**src/rtl/nanoprocessor_pkg.sv**
```systemverilog
// rtl/nanoprocessor_pkg.sv - opcodes, ALU codes, FSM encoding and instruction field layout
package nanoprocessor_pkg;

  localparam int INSTR_W   = 12;
  localparam int OPC_LSB   = 9;
  localparam int OPC_W     = 3;
  localparam int RA_LSB    = 6;
  localparam int RB_LSB    = 3;
  localparam int REG_SEL_W = 3;
  localparam int IMM_LSB   = 0;
  localparam int IMM_W     = 4;
  localparam int TGT_LSB   = 0;
  localparam int TGT_W     = 3;

  typedef logic [OPC_W-1:0] opcode_t;
  typedef logic [1:0]       alu_code_t;

  localparam opcode_t OP_ADD  = 3'b000;
  localparam opcode_t OP_SUB  = 3'b001;
  localparam opcode_t OP_AND  = 3'b010;
  localparam opcode_t OP_MOVI = 3'b011;
  localparam opcode_t OP_JZR  = 3'b100;
  localparam opcode_t OP_HALT = 3'b101;

  localparam alu_code_t ALU_ADD = 2'b00;
  localparam alu_code_t ALU_SUB = 2'b01;
  localparam alu_code_t ALU_AND = 2'b10;

  typedef enum logic [1:0] {
    ST_IDLE    = 2'b00,
    ST_FETCH   = 2'b01,
    ST_EXECUTE = 2'b10,
    ST_HALT    = 2'b11
  } state_t;

  function automatic logic is_alu_op(input opcode_t opc);
    return (opc == OP_ADD) || (opc == OP_SUB) || (opc == OP_AND);
  endfunction

  function automatic alu_code_t alu_code_of(input opcode_t opc);
    alu_code_t code;
    case (opc)
      OP_SUB:  code = ALU_SUB;
      OP_AND:  code = ALU_AND;
      default: code = ALU_ADD;
    endcase
    return code;
  endfunction

endpackage

```
**src/rtl/register_bank.sv**
```systemverilog
// rtl/register_bank.sv - eight-entry register file, two read ports, one write port, R0 hardwired to zero
module register_bank
  import nanoprocessor_pkg::*;
#(
  parameter int N = 4
) (
  input  logic                 clock,
  input  logic                 reset_n,
  input  logic [REG_SEL_W-1:0] rd_a_sel,
  output logic [N-1:0]         rd_a_data,
  input  logic [REG_SEL_W-1:0] rd_b_sel,
  output logic [N-1:0]         rd_b_data,
  input  logic                 wr_en,
  input  logic [REG_SEL_W-1:0] wr_sel,
  input  logic [N-1:0]         wr_data,
  output logic [N-1:0]         r7
);

  logic [N-1:0] regs_q [8];
  logic [N-1:0] regs_d [8];

  always_comb begin
    regs_d = regs_q;
    if (wr_en) begin
      regs_d[wr_sel] = wr_data;
    end
    // R0 is never stored, so a write to it simply vanishes
    regs_d[0] = '0;
  end

  always_ff @(posedge clock or negedge reset_n) begin
    if (!reset_n) begin
      for (int i = 0; i < 8; i++) begin
        regs_q[i] <= '0;
      end
    end else begin
      regs_q <= regs_d;
    end
  end

  assign rd_a_data = regs_q[rd_a_sel];
  assign rd_b_data = regs_q[rd_b_sel];
  assign r7        = regs_q[7];

endmodule

```
**src/rtl/instruction_sequencer.sv**
```systemverilog
// rtl/instruction_sequencer.sv - fetch/execute sequencer for a tiny register machine with an external ALU
module instruction_sequencer
  import nanoprocessor_pkg::*;
#(
  parameter int N      = 4,
  parameter int ADDR_W = 3
) (
  input  logic               clock,
  input  logic               reset_n,
  output logic               instr_req,
  output logic [ADDR_W-1:0]  instr_addr,
  input  logic               instr_valid,
  input  logic [INSTR_W-1:0] instr_data,
  output logic [N-1:0]       alu_A,
  output logic [N-1:0]       alu_B,
  output logic [1:0]         alu_operation_code,
  input  logic [N-1:0]       alu_result,
  output logic [N-1:0]       display,
  output logic               halted
);

  state_t              state_q, state_d;
  logic [ADDR_W-1:0]   pc_q, pc_d;
  logic [INSTR_W-1:0]  ir_q, ir_d;
  logic                instr_req_q, instr_req_d;
  logic                halted_q, halted_d;
  logic [N-1:0]        alu_a_q, alu_a_d;
  logic [N-1:0]        alu_b_q, alu_b_d;
  alu_code_t           alu_op_q, alu_op_d;

  logic [REG_SEL_W-1:0] ra_sel, rb_sel;
  logic [N-1:0]         rd_a, rd_b;
  logic                 wr_en;
  logic [N-1:0]         wr_data;
  opcode_t              fetch_opc, exec_opc;

  // Operands are read from the incoming word during FETCH so the ALU outputs can be registered
  // on the fetch edge; during EXECUTE the same ports serve JZR from the latched instruction.
  assign ra_sel    = (state_q == ST_FETCH) ? instr_data[RA_LSB +: REG_SEL_W] : ir_q[RA_LSB +: REG_SEL_W];
  assign rb_sel    = (state_q == ST_FETCH) ? instr_data[RB_LSB +: REG_SEL_W] : ir_q[RB_LSB +: REG_SEL_W];
  assign fetch_opc = instr_data[OPC_LSB +: OPC_W];
  assign exec_opc  = ir_q[OPC_LSB +: OPC_W];

  register_bank #(.N(N)) u_register_bank (
    .clock     (clock),
    .reset_n   (reset_n),
    .rd_a_sel  (ra_sel),
    .rd_a_data (rd_a),
    .rd_b_sel  (rb_sel),
    .rd_b_data (rd_b),
    .wr_en     (wr_en),
    .wr_sel    (ir_q[RA_LSB +: REG_SEL_W]),
    .wr_data   (wr_data),
    .r7        (display)
  );

  always_comb begin
    state_d     = state_q;
    pc_d        = pc_q;
    ir_d        = ir_q;
    instr_req_d = 1'b0;
    halted_d    = 1'b0;
    alu_a_d     = '0;
    alu_b_d     = '0;
    alu_op_d    = ALU_ADD;
    wr_en       = 1'b0;
    wr_data     = alu_result;

    case (state_q)
      ST_IDLE: begin
        state_d     = ST_FETCH;
        instr_req_d = 1'b1;
      end
      ST_FETCH: begin
        if (instr_valid) begin
          ir_d    = instr_data;
          state_d = ST_EXECUTE;
          if (is_alu_op(fetch_opc)) begin
            alu_a_d  = rd_a;
            alu_b_d  = rd_b;
            alu_op_d = alu_code_of(fetch_opc);
          end
        end else begin
          instr_req_d = 1'b1;
        end
      end
      ST_EXECUTE: begin
        if (exec_opc == OP_HALT) begin
          state_d  = ST_HALT;
          halted_d = 1'b1;
        end else begin
          state_d     = ST_FETCH;
          instr_req_d = 1'b1;
          pc_d        = pc_q + ADDR_W'(1);
          case (exec_opc)
            OP_ADD, OP_SUB, OP_AND: wr_en = 1'b1;
            OP_MOVI: begin
              wr_en   = 1'b1;
              wr_data = N'(ir_q[IMM_LSB +: IMM_W]);
            end
            OP_JZR: begin
              if (rd_a == '0) begin
                pc_d = ADDR_W'(ir_q[TGT_LSB +: TGT_W]);
              end
            end
            default: ;
          endcase
        end
      end
      ST_HALT: begin
        halted_d = 1'b1;
      end
      default: state_d = ST_IDLE;
    endcase
  end

  always_ff @(posedge clock or negedge reset_n) begin
    if (!reset_n) begin
      state_q     <= ST_IDLE;
      pc_q        <= '0;
      ir_q        <= '0;
      instr_req_q <= 1'b0;
      halted_q    <= 1'b0;
      alu_a_q     <= '0;
      alu_b_q     <= '0;
      alu_op_q    <= ALU_ADD;
    end else begin
      state_q     <= state_d;
      pc_q        <= pc_d;
      ir_q        <= ir_d;
      instr_req_q <= instr_req_d;
      halted_q    <= halted_d;
      alu_a_q     <= alu_a_d;
      alu_b_q     <= alu_b_d;
      alu_op_q    <= alu_op_d;
    end
  end

  assign instr_req          = instr_req_q;
  assign instr_addr         = pc_q;
  assign halted             = halted_q;
  assign alu_A              = alu_a_q;
  assign alu_B              = alu_b_q;
  assign alu_operation_code = alu_op_q;

endmodule

```
**config.mk**
```make
export PLATFORM = sky130hd
export DESIGN_NAME = instruction_sequencer
export DESIGN_NICKNAME = d
export VERILOG_FILES = /design/src/rtl/nanoprocessor_pkg.sv /design/src/rtl/register_bank.sv /design/src/rtl/instruction_sequencer.sv
export SDC_FILE = /design/constraint.sdc
export NUM_CORES = 1
export LEC_CHECK = 0
export BUFFER_PORTS_ARGS = -buffer_cell sky130_fd_sc_hd__buf_4
export CAP_MARGIN = 20
export CORE_UTILIZATION = 52
export DETAILED_ROUTE_END_ITERATION = 8
export HOLD_SLACK_MARGIN = 0.15
export PLACE_DENSITY = 0.87
export SLEW_MARGIN = 15
export SYNTH_ARGS = -nofsm -noshare
export SYNTH_HDL_FRONTEND = slang
export SYNTH_SLANG_ARGS = --single-unit
```
**constraint.sdc**
```tcl
create_clock -name clock -period 2.49 [get_ports clock]
set_input_delay 0.249 -clock clock [delete_from_list [all_inputs] [get_ports clock]]
set_output_delay 0.249 -clock clock [all_outputs]
set_load 0.02 [all_outputs]
```
=== After elaboration in Yosys (flattened, before gate mapping) ===
Index checks and enable logic that the tools add are counted.

* Register bits: 57

* Add/subtract/negate cells: 1
* Magnitude comparators: 4
* Equality and inequality tests: 11
* Muxes and demuxes: 37
* Bitwise gates (word level): 4
* Reductions and logical operators: 12

{| class="wikitable"
|+ Operators with widths
! kind !! number
|-
| 4-bit two-way mux || 14
|-
| 32-bit bitwise mux || 1
|-
| 4-bit binary-select mux with 3-bit select || 2
|-
| 4-bit demux with 3-bit select || 1
|-
| 4-bit greater-or-equal comparator (second input constant) || 3
|-
| 3-bit two-way mux || 4
|-
| 3-bit NOT with 4-bit output || 3
|-
| 2-bit two-way mux || 5
|-
| 3-bit by 2-bit == test with 1-bit output (second input constant) || 3
|-
| 3-bit by 1-bit == test with 1-bit output (second input constant) || 2
|-
| 3-bit == test (second input constant) || 2
|-
| 3-bit zero test || 2
|-
| 1-bit two-way mux || 6
|-
| 2-bit one-hot mux with 3 select lines || 1
|-
| 2-bit AND reduction || 3
|-
| 2-bit == test (second input constant) || 2
|-
| 4-bit zero test || 1
|-
| 4-bit by 1-bit < comparator with 1-bit output (second input constant) || 1
|-
| 2-bit one-hot mux with 2 select lines || 1
|-
| 4-bit OR reduction || 1
|-
| 3-bit by 1-bit adder with 3-bit output (second input constant) || 1
|-
| 1-bit one-hot mux with 3 select lines || 1
|-
| 3-bit nonzero test || 1
|-
| 2-bit by 1-bit == test with 1-bit output (second input constant) || 1
|-
| 6 further kinds || 7
|}

=== Longest topological paths before layout ===
* Depth after elaboration: 9
* Mapped depth: 11

=== By module ===
From an unflattened synthesis, not the netlist that was laid out.

* Cell total of the unflattened synthesis: 225
* Area total of the unflattened synthesis: 2954.1 um2

{| class="wikitable"
|+ By module, submodules not included
! module !! instances !! cells each !! area each (um2) !! sequential area each (um2)
|-
| register_bank || 1 || 122 || 1605.3 || 700.7
|-
| instruction_sequencer || 1 || 103 || 1348.8 || 725.7
|}

=== Worst setup path after synthesis ===
No wires, ideal clock.

* Path type: register to register
* Start: register state_q[1]
* End: register pc_q[2], in the netlist instr_addr[2]
* Setup time: 0.079 ns
* Data arrival time: 2.355 ns
* Slack: 0.055 ns
* Stages on the path, launching flop included: 10
* Period minus slack after synthesis: 2.435 ns
* Cell sequence: dfrtp_1 inv_1 ha_1 mux2i_2 mux2_1 a221o_1 a31oi_2 nand4_4 a21oi_1 a2bb2oi_1

* Longest elaborated chain between the ends: 9
* Elaborated cells on any way between the ends: 11

{| class="wikitable"
|+ RTL lines
! what !! RTL line !! RTL
|-
| from (decl) || instruction_sequencer.sv:22 || <nowiki>state_t state_q, state_d;</nowiki>
|-
| from (signal assigned) || instruction_sequencer.sv:128 || <nowiki>state_q <= state_d;</nowiki>
|-
| 2-bit by 1-bit == test with 1-bit output || instruction_sequencer.sv:39 || <nowiki>assign ra_sel = (state_q == ST_FETCH) ? instr_data[RA_LSB +: REG_SEL_W] : ir_q[RA_LSB +: REG_SEL_W];</nowiki>
|-
| 3-bit two-way mux || instruction_sequencer.sv:39 ||
|-
| 3-bit NOT with 4-bit output (not written as such) || register_bank.sv:41 || <nowiki>assign rd_a_data = regs_q[rd_a_sel];</nowiki>
|-
| 4-bit binary-select mux with 3-bit select || register_bank.sv:41 ||
|-
| 4-bit two-way mux (not written as such) (2 in series) || register_bank.sv:41 ||
|-
| 4-bit zero test || instruction_sequencer.sv:102 || <nowiki>if (rd_a == '0) begin</nowiki>
|-
| 3-bit two-way mux || instruction_sequencer.sv:102 ||
|-
| 3-bit two-way mux || instruction_sequencer.sv:95 || <nowiki>case (exec_opc)</nowiki>
|-
| to (signal assigned) || instruction_sequencer.sv:129 || <nowiki>pc_q <= pc_d;</nowiki>
|-
| to (decl) || instruction_sequencer.sv:23 || <nowiki>logic [ADDR_W-1:0] pc_q, pc_d;</nowiki>
|}

Several ways; a longest one is shown, not always the timed one. The select of a mux whose other input is x is not followed.
A chain may end at the register's enable or synchronous reset.

=== Worst setup path in the final report ===
Same ends and word-level chain as after synthesis.

==> results.json <==
{
  "ir_drop_uv": 360,
  "fin_crit_sh": 0.968,
  "finalHoldViolCount": 0,
  "drt_iter0_markers": 205,
  "routed_wl_mm": 8.24,
  "period_needed_ns": 2.41,
  "rows": 27,
  "first_global_vias": 2709,
  "first_pass_iters": 4,
  "status": "finished, final reports clean",
  "synthMuxAreaShare": 0.118,
  "sequentialPowerShare": 0.485,
  "p_leak_uw": 0.00174,
  "synth_edf_count": 0,
  "yosys.area_share.adder": 0.0285,
  "mappedNetlistNets": 342,
  "syn_area_per_cell_um2": 9.71,
  "yosys.area_share.simple": 0.184,
  "grt-ovfl-total": 0,
  "switching_share": 0.204,
  "clockBufferDepth": 2,
  "core_um2": 5610,
  "ys_async_sr_fraction": 1.00,
  "grt_pass1_wl_mm": 13.7,
  "antenna_found_initial": 0,
  "worst_slew_pin_slew_ns": 0.706,
  "critPathKind": "flip-flop to flip-flop",
  "area_growth_pct": 23.9,
  "synth_flop_cell": "dfrtp_1",
  "root_buffer": "clkbuf_8",
  "comb_power_share": 0.038,
  "yosysUniqueCellTypes": 45,
  "port_buffers": 37,
  "yosysTopAreaCell": "dfrtp_1",
  "dieHeight_um": 78.8,
  "internal_power_uw": 1520,
  "synth_top_family_by_area": "simple AND/OR/NAND/NOR gates",
  "cts_tree": "done",
  "yosys.area_share.xor_xnor": 0,
  "synth_area_um2": 3070,
  "fin_skew_ns": 0.0118,
  "yosys_warnings": 0,
  "rsz0062_at_grt": "yes",
  "drc_errors": 0,
  "dieArea_um2": 6210,
  "num_io_pins": 38,
  "setup_viol": 0,
  "synth-seq-cells": 57,
  "die_w_um": 78.8,
  "cellPowerDensity_nw_per_um2": 502,
  "synth_top_cell_area_share": 0.465,
  "grt_util_met3": 0.0701,
  "synth_area_leaders": "dfrtp_1, mux2_2, mux2i_1, a21oi_1, nor2_1",
  "worst_setup_path_start_kind": "flip-flop",
  "fin_nets": 397,
  "whs_ns": 0.158,
  "yosysSeqAreaShare": 0.465,
  "cap_violations": 0,
  "yosys-top-cells-count": "dfrtp_1, nor2_1, nand2_1, a21oi_1, o21ai_0",
  "fin_tns_setup_ns": 0,
  "met1_usage": 0.378,
  "slew_headroom": 0.529,
  "crit_arrival_ns": 2.62,
  "gp_congestion": 0.960,
  "synth-compound-area-share": 0.169,
  "power.total_uw": 1910,
  "num_antenna_cells": 0,
  "vias_per_cell": 5.74,
  "critical_path_required_ns": 2.70,
  "initial_core_util": 0.547,
  "drive_gt1_frac": 0.269,
  "yosysMostFrequentCell": "dfrtp_1",
  "drv_slew": 0,
  "p_switching_uw": 391,
  "numClockSinks": 57,
  "clk_latency_ns": 0.33,
  "p_clk_frac": 0.477,
  "end_kind": "flip-flop",
  "use_met2": 0.481,
  "hold_path.class": "primary input to flip-flop",
  "grt_max_degree": 58,
  "pre_cts_slack_ns": -0.126,
  "setup_ws_ns": 0.0805,
  "cp_max_fo": 5,
  "dr_total_vias": 2567,
  "ant_nets": 0,
  "clk_pin_slew_ns": 0.07,
  "h-tree-depth": 3,
  "busiest_layer": "met2",
  "synth_cells": 316,
  "hpwl_mm": 5.96,
  "fmax_ghz": 0.415,
  "wire_per_inst_um": 18.4,
  "grt.total_usage": 0.296,
  "numCtsBuffers": 9
}
## power by group through the flow
stage	registers, uW	logic [uW]	clock network (uW)
finish	926	72.4	911
global route	926	80.8	956
CTS	926	73.8	920
detailed placement	943	69.3	0
global placement	943	68.1	0
floorplan	943	11.5	0
## metrics by stage
step            util  area [um^2]  instances
6_report       0.678         3800        447
3_5_place_dp   0.622         3490        426
2_1_floorplan      -         3070        316
4_1_cts        0.673         3770        445
3_3_place_gp   0.622         3490        426
5_1_grt        0.678         3800        447
## area by class of cell
type	count	area, um^2
multi-input combinational	236	1580
timing repair buffer	61	469
clock inverter	2	35.0
tap	72	90.1
clock buffer	13	179
sequential	57	1430
fill	450	1810
inverter	6	22.5
## worst max-delay path, cell delays in order (launching register included)
cell,delay (ns)
dfrtp_1,0.39
inv_2,0.08
ha_4,0.15
mux2i_4,0.32
mux2_2,0.37
a221o_1,0.29
o211ai_1,0.17
nand4_4,0.21
mux2i_2,0.22
a2bb2oi_2,0.08
## repair_timing
item,4_1_cts,5_1_grt
setup endpoints to repair,2,3
buffers inserted,1,2
gates resized for setup,6,5
pin swaps,2,8
endpoints found under the hold margin,59,0
hold buffers,3,0
## flip-flops by register name, indices dropped and copies added, names as in the netlist
name and cells:
u_register_bank.regs_q 24, ir_q 12, state_q 2, instr_addr 3, instr_req 1, alu_B 4
u_register_bank.r7 4, alu_operation_code 2, halted 1, alu_A 4
## kinds of logic after synthesis
kind of cell,after synthesis
muxes,33
and+or+nand+nor,113
buffers and inverters,23
DFF,57
AOI/OAI and AO/OA,83
adders and majority gates,7
## per-layer routing
metal,part of all wire,vias to the layer above
met1,0.43,1229
met4,0.023,0
met2,0.47,94
met5,0,-
met3,0.073,19
li1,-,1225
## cells in the final DEF (no fill, tap or decap), types with 2 or more instances in the layout
master | synthesis | layout
mux2_4 | 1 | 3
a211oi_1 | 4 | 4
nand3b_1 | 6 | 6
nor3b_1 | 5 | 5
a221o_1 | 3 | 3
nand3_1 | 4 | 4
a21oi_1 | 27 | 26
ha_1 | 7 | 6
nand2b_1 | 8 | 8
nor2b_1 | 15 | 15
nor2_1 | 34 | 34
o21bai_1 | 3 | 3
a32oi_1 | 3 | 3
mux2_2 | 15 | 14
o21ai_0 | 24 | 24
nand2_1 | 32 | 32
inv_1 | 6 | 5
a211o_1 | 4 | 4
dfrtp_1 | 57 | 57
buf_4 | 5 | 57
dlygate4sd3_1 | 0 | 3
and2_1 | 2 | 2
o22ai_1 | 2 | 2
mux2i_1 | 14 | 13
clkbuf_8 | 0 | 13
o211ai_1 | 3 | 3
mux2i_2 | 2 | 2
## path summary, 6_finish.rpt
check	slack, ns	from	to	depth (start not counted)
worst max register to register	0.08	state_q[1]$_DFFE_PN0P_	instr_addr[2]$_DFFE_PN0P_	9
worst max-delay path	0.08	state_q[1]$_DFFE_PN0P_	instr_addr[2]$_DFFE_PN0P_	9
max in group asynchronous	1.50	reset_n	alu_B[3]$_DFF_PN0_	2
worst min register to register	0.51	ir_q[4]$_DFFE_PN0P_	ir_q[4]$_DFFE_PN0P_	1
worst min-delay path	0.16	instr_data[0]	ir_q[0]$_DFFE_PN0P_	2
min in group asynchronous	0.51	reset_n	instr_req$_DFF_PN0_	2
(Power assumes the default switching activity.)
